File: src/rtl/mem_arbiter.sv
// mem_arbiter: two-port round-robin arbiter and sequencer in front of the
// memory controller command interface. One transaction is in flight at a
// time; reads wait a fixed RD_LAT cycles and the data is returned to the
// requester that issued the read. Every output comes straight from a flop.
module mem_arbiter #(
  parameter int ADDR_W = 32,
  parameter int DATA_W = 32,
  parameter int RD_LAT = 1
) (
  input  logic              clk,
  input  logic              reset,
  input  logic              req0,
  input  logic              req1,
  input  logic              we0,
  input  logic              we1,
  input  logic [ADDR_W-1:0] addr0,
  input  logic [ADDR_W-1:0] addr1,
  input  logic [DATA_W-1:0] wdata0,
  input  logic [DATA_W-1:0] wdata1,
  output logic              gnt0,
  output logic              gnt1,
  output logic              rvalid0,
  output logic              rvalid1,
  output logic [DATA_W-1:0] rdata0,
  output logic [DATA_W-1:0] rdata1,
  output logic              mem_write_enable,
  output logic [ADDR_W-1:0] mem_write_address,
  output logic [DATA_W-1:0] mem_write_data,
  output logic              mem_read_enable,
  output logic [ADDR_W-1:0] mem_read_address,
  input  logic [DATA_W-1:0] mem_read_data,
  output logic              busy
);

  typedef enum logic [2:0] {
    ST_IDLE      = 3'd0,
    ST_WRITE     = 3'd1,
    ST_READ      = 3'd2,
    ST_READ_WAIT = 3'd3,
    ST_RESP      = 3'd4
  } state_t;

  // The wait counter reaches zero in the cycle whose end captures the data.
  localparam logic [3:0] RD_CNT_INIT = 4'(RD_LAT - 1);

  state_t            state_r, state_s;
  logic              last_r, last_s;
  logic              win_id_r, win_id_s;
  logic              win_we_r, win_we_s;
  logic [ADDR_W-1:0] win_addr_r, win_addr_s;
  logic [DATA_W-1:0] win_wdata_r, win_wdata_s;
  logic [3:0]        cnt_r, cnt_s;
  logic              sel_s;
  logic              capture_s;

  logic              gnt0_r, gnt0_s, gnt1_r, gnt1_s;
  logic              rvalid0_r, rvalid0_s, rvalid1_r, rvalid1_s;
  logic [DATA_W-1:0] rdata0_r, rdata0_s, rdata1_r, rdata1_s;
  logic              mem_we_r, mem_we_s, mem_re_r, mem_re_s;
  logic [ADDR_W-1:0] mem_waddr_r, mem_waddr_s, mem_raddr_r, mem_raddr_s;
  logic [DATA_W-1:0] mem_wdata_r, mem_wdata_s;
  logic              busy_r, busy_s;

  // Next-state logic: arbitration in IDLE, command sequencing afterwards.
  always_comb begin
    state_s     = state_r;
    last_s      = last_r;
    win_id_s    = win_id_r;
    win_we_s    = win_we_r;
    win_addr_s  = win_addr_r;
    win_wdata_s = win_wdata_r;
    cnt_s       = cnt_r;
    sel_s       = 1'b0;
    capture_s   = 1'b0;
    case (state_r)
      ST_IDLE: begin
        if (req0 || req1) begin
          // On a tie the requester that was not served last wins.
          if (req0 && req1) begin
            sel_s = ~last_r;
          end else begin
            sel_s = req1;
          end
          win_id_s    = sel_s;
          win_we_s    = sel_s ? we1 : we0;
          win_addr_s  = sel_s ? addr1 : addr0;
          win_wdata_s = sel_s ? wdata1 : wdata0;
          state_s     = (sel_s ? we1 : we0) ? ST_WRITE : ST_READ;
        end else begin
          state_s = ST_IDLE;
        end
      end
      ST_WRITE: begin
        last_s  = win_id_r;
        state_s = ST_IDLE;
      end
      ST_READ: begin
        last_s  = win_id_r;
        cnt_s   = RD_CNT_INIT;
        state_s = ST_READ_WAIT;
      end
      ST_READ_WAIT: begin
        if (cnt_r == 4'd0) begin
          capture_s = 1'b1;
          state_s   = ST_RESP;
        end else begin
          cnt_s = cnt_r - 4'd1;
        end
      end
      ST_RESP: begin
        state_s = ST_IDLE;
      end
      default: begin
        state_s = ST_IDLE;
      end
    endcase
  end

  // Output values for the next cycle, decoded from the next state so that
  // every port can be driven directly from a register.
  always_comb begin
    gnt0_s      = ((state_s == ST_WRITE) || (state_s == ST_READ)) && !win_id_s;
    gnt1_s      = ((state_s == ST_WRITE) || (state_s == ST_READ)) && win_id_s;
    rvalid0_s   = (state_s == ST_RESP) && !win_id_s;
    rvalid1_s   = (state_s == ST_RESP) && win_id_s;
    rdata0_s    = (capture_s && !win_id_s) ? mem_read_data : rdata0_r;
    rdata1_s    = (capture_s && win_id_s) ? mem_read_data : rdata1_r;
    mem_we_s    = (state_s == ST_WRITE);
    mem_waddr_s = (state_s == ST_WRITE) ? win_addr_s : {ADDR_W{1'b0}};
    mem_wdata_s = (state_s == ST_WRITE) ? win_wdata_s : {DATA_W{1'b0}};
    mem_re_s    = (state_s == ST_READ);
    mem_raddr_s = (state_s == ST_READ) ? win_addr_s : {ADDR_W{1'b0}};
    busy_s      = (state_s != ST_IDLE);
  end

  // State, transaction latch and output registers; reset drops any
  // in-flight transaction and clears every output.
  always_ff @(posedge clk or negedge reset) begin
    if (!reset) begin
      state_r     <= ST_IDLE;
      last_r      <= 1'b1;
      win_id_r    <= 1'b0;
      win_we_r    <= 1'b0;
      win_addr_r  <= {ADDR_W{1'b0}};
      win_wdata_r <= {DATA_W{1'b0}};
      cnt_r       <= 4'd0;
      gnt0_r      <= 1'b0;
      gnt1_r      <= 1'b0;
      rvalid0_r   <= 1'b0;
      rvalid1_r   <= 1'b0;
      rdata0_r    <= {DATA_W{1'b0}};
      rdata1_r    <= {DATA_W{1'b0}};
      mem_we_r    <= 1'b0;
      mem_waddr_r <= {ADDR_W{1'b0}};
      mem_wdata_r <= {DATA_W{1'b0}};
      mem_re_r    <= 1'b0;
      mem_raddr_r <= {ADDR_W{1'b0}};
      busy_r      <= 1'b0;
    end else begin
      state_r     <= state_s;
      last_r      <= last_s;
      win_id_r    <= win_id_s;
      win_we_r    <= win_we_s;
      win_addr_r  <= win_addr_s;
      win_wdata_r <= win_wdata_s;
      cnt_r       <= cnt_s;
      gnt0_r      <= gnt0_s;
      gnt1_r      <= gnt1_s;
      rvalid0_r   <= rvalid0_s;
      rvalid1_r   <= rvalid1_s;
      rdata0_r    <= rdata0_s;
      rdata1_r    <= rdata1_s;
      mem_we_r    <= mem_we_s;
      mem_waddr_r <= mem_waddr_s;
      mem_wdata_r <= mem_wdata_s;
      mem_re_r    <= mem_re_s;
      mem_raddr_r <= mem_raddr_s;
      busy_r      <= busy_s;
    end
  end

  assign gnt0              = gnt0_r;
  assign gnt1              = gnt1_r;
  assign rvalid0           = rvalid0_r;
  assign rvalid1           = rvalid1_r;
  assign rdata0            = rdata0_r;
  assign rdata1            = rdata1_r;
  assign mem_write_enable  = mem_we_r;
  assign mem_write_address = mem_waddr_r;
  assign mem_write_data    = mem_wdata_r;
  assign mem_read_enable   = mem_re_r;
  assign mem_read_address  = mem_raddr_r;
  assign busy              = busy_r;

endmodule

File: config.mk
export PLATFORM = sky130hd
export DESIGN_NAME = mem_arbiter
export DESIGN_NICKNAME = d
export VERILOG_FILES = /design/src/rtl/mem_arbiter.sv
export SDC_FILE = /design/constraint.sdc
export NUM_CORES = 1
export LEC_CHECK = 0
export BUFFER_PORTS_ARGS = -buffer_cell sky130_fd_sc_hd__buf_2
export CAP_MARGIN = 40
export CORE_UTILIZATION = 41
export CTS_CLUSTER_DIAMETER = 80
export DETAILED_ROUTE_END_ITERATION = 10
export GPL_TIMING_DRIVEN = 0
export PLACE_DENSITY = 0.78
export SKIP_LAST_GASP = 1
export SLEW_MARGIN = 20
export SYNTH_ARGS = -nofsm -noshare
export SYNTH_HDL_FRONTEND = slang
export SYNTH_SLANG_ARGS = --single-unit
File: constraint.sdc
create_clock -name clk -period 1.9 [get_ports clk]
set_clock_uncertainty 0.1 [all_clocks]
set_input_delay 0.285 -clock clk [delete_from_list [all_inputs] [get_ports clk]]
set_output_delay 0.285 -clock clk [all_outputs]
set_load 0.1 [all_outputs]
==> flow_metrics.tcl <==
set metrics [dict create \
    startpoint_type "flop" \
    start_util_pct 41.9 \
    worst_hold_slack_ns 0.0206 \
    worst_pin_slew_ns 0.608 \
    syn_to_final_growth_pct 45.9 \
    drcViolationCount 0 \
    rsz0062_at_grt "true" \
    synth_seq_cells 176 \
    fp.dieW_um 132 \
    grt_pass1_wl_um 29400 \
    ys_types 33 \
    cts_sinks 176 \
    timing.final.ws_setup_ns 0.0121 \
    synth_top_area_share_pct 63.0 \
    nets 1037 \
    maxSlewViolCount 0 \
    n_antenna_cell 0 \
    postSynthCellCount 485 \
    cts_max_level 4 \
    grt_max_degree 96 \
    drt_iter0_drc 168 \
    dpl.cell_count 1038 \
    clk_latency_ns 0.42 \
    place_congestion 0.763 \
    crit_arrival_ns 2.07 \
    drive_above_1_share_pct 61.9 \
    stdcell_count 1103 \
    yosys_warnings 0 \
    criticalPathCategory "flop to flop" \
    fin_setup_tns_ns 0 \
    finalHoldViolCount 0 \
    cap_violations 0 \
    grt_pass1_vias 5671 \
    slew_headroom_pct 59.5 \
    run_status "finished, final reports clean" \
    routed_wl_um 19300 \
    track_usage_pct 22.0 \
    synthTopCellsByArea "dfrtp_1 63%, mux2_2 15%, mux2i_1 5.2%" \
    endpoint "mem_write_address[20]" \
    period_share_pct 99.4 \
    core_area_um2 16600 \
    die_area_um2 17500 \
    cp_max_fo 10 \
    die_y_um 132 \
    viasPerCell 4.88 \
    drtPass1Iterations 4 \
    period_needed_ns 1.89 \
    routedWlPerCell_um 17.5 \
    worstPathRequired_ns 2.08 \
    synth.largest_area_cell "dfrtp_1" \
    endpoint_kind "flop" \
    place_ws_ns -0.464 \
    hold_path_class "input port to flop" \
    cts_root_buf "clkbuf_16" \
    drtAntennaViolNets 0 \
    startpoint "last_r" \
    vias 5387 \
    r2r_slack_ns 0.01 \
    ioPinCount 333 \
    rows 47 \
    ys_seq_area_share_pct 63.3 \
    syn_nets 652 \
    hpwl_um 13500 \
    antenna_found_initial 0 \
    syn-mean-instance-area_um2 14.3 \
    cts_buffers 17 \
    reg2regPathDepth 6 \
    syn_area_um2 6960 \
    clockBufferDepth 2 \
    timing.rr.end "mem_write_address[20]" \
    cts_tree "yes" \
    clk_pin_slew_ns 0.07 \
    setup_viol 0 \
    grt-ovfl-total 0 \
    r2r-start "last_r" \
    max_freq_mhz 530 \
    io_buffers 332 \
]
[flip-flops by register name, indices dropped and copies added, names as in the netlist]
name,flops
rvalid1,1
rdata1,32
win_id_r,1
mem_write_data,32
mem_write_address,32
gnt0,1
mem_write_enable,1
cnt_r,4
gnt1,1
mem_read_address,32
rdata0,32
busy,1
last_r,1
state_r,3
mem_read_enable,1
rvalid0,1
[what timing repair did]
item                                    in CTS  in global routing
endpoints found under the setup margin     132                143
cloned                                       1                  1
resized for setup                           14                 63
buffers inserted                             8                  4
hold buffers                                19                  1
endpoints found under the hold margin      111                  2
pin swaps                                    3                  3
[final cells by class]
| class | count | area [um^2] |
|---|---|---|
| well taps | 220 | 275 |
| inverters | 6 | 22.5 |
| repair buffers | 367 | 2040 |
| plain buffers | 36 | 292 |
| fillers | 1304 | 6430 |
| clock buffers | 18 | 439 |
| clock inverters | 14 | 153 |
| multi-input cells | 266 | 2520 |
| flip-flops and latches | 176 | 4410 |
[per-stage QoR]
stage	util [%]	area, um^2
final	61.2	10100
after global routing	61.2	10100
after CTS	59.4	9860
after detailed placement	53.9	8940
after global placement	53.7	8910
after floorplan	-	6970
[cells by family after synthesis]
kind of cell | Yosys count | share of synthesized area [%]
compound gates | 13 | 1.17
xor+xnor | 1 | 0.126
fa+ha+maj | 1 | 0.180
buf+inv | 43 | 3.87
flops | 176 | 63.3
mux | 133 | 20.9
simple gates | 118 | 10.4
[critical path, stage by stage (launching register included)]
cell and delay, ns:
dfstp_2 0.39, a21boi_4 0.24, buf_8 0.19, buf_8 0.19, buf_6 0.20, mux2i_1 0.32
nor3_1 0.10
[worst min-delay path by stage]
stage                           start    endpoint  slack, ns  cells past startpoint
global placement           rdata1[25]  rdata1[25]       0.36                      1
global route        mem_read_data[12]  rdata1[12]      0.003                      2
floorplan                       reset        busy      -0.11                      0
finish              mem_read_data[23]  rdata0[23]       0.02                      2
CTS                 mem_read_data[19]  rdata1[19]     0.0004                      2
detailed placement              reset  rdata1[26]       0.21                      1
[metal layers]
layer / global-route usage, % / share of wire (%)
met5: 0 / 0
met3: 6.46 / 6.2
met1: 26.1 / 40
met4: 7.28 / 2.1
met2: 38.4 / 52
[cells in the final DEF, fill, tap and decap left out, drive strengths merged, types with 4 or more instances in the layout]
master and count:
buf 372, clkbuf 29, clkinv 4, dfrtp 175
dlygate4sd3 20, inv 11, mux2 97, mux2i 36
nand2 5, nor3 69, nor3b 34, o21ai 7
[cell usage after synthesis (all sizes together)]
cell and count:
dfrtp 175, mux2 97, nor3 69, mux2i 36, nor3b 34, buf 29, clkbuf 8, o21ai 7
inv 6, nand2 5, nor2 3, nand2b 2, a21boi 1, a21o 1, a21oi 1, a22o 1
and2 1, dfstp 1, ha 1, nand3b 1, nand4bb 1, nor4b 1, o22ai 1, o31ai 1
or3b 1, xnor2 1
Power is not shown: default switching activity piles up to over one toggle a cycle in this logic, so the estimate is an artifact.
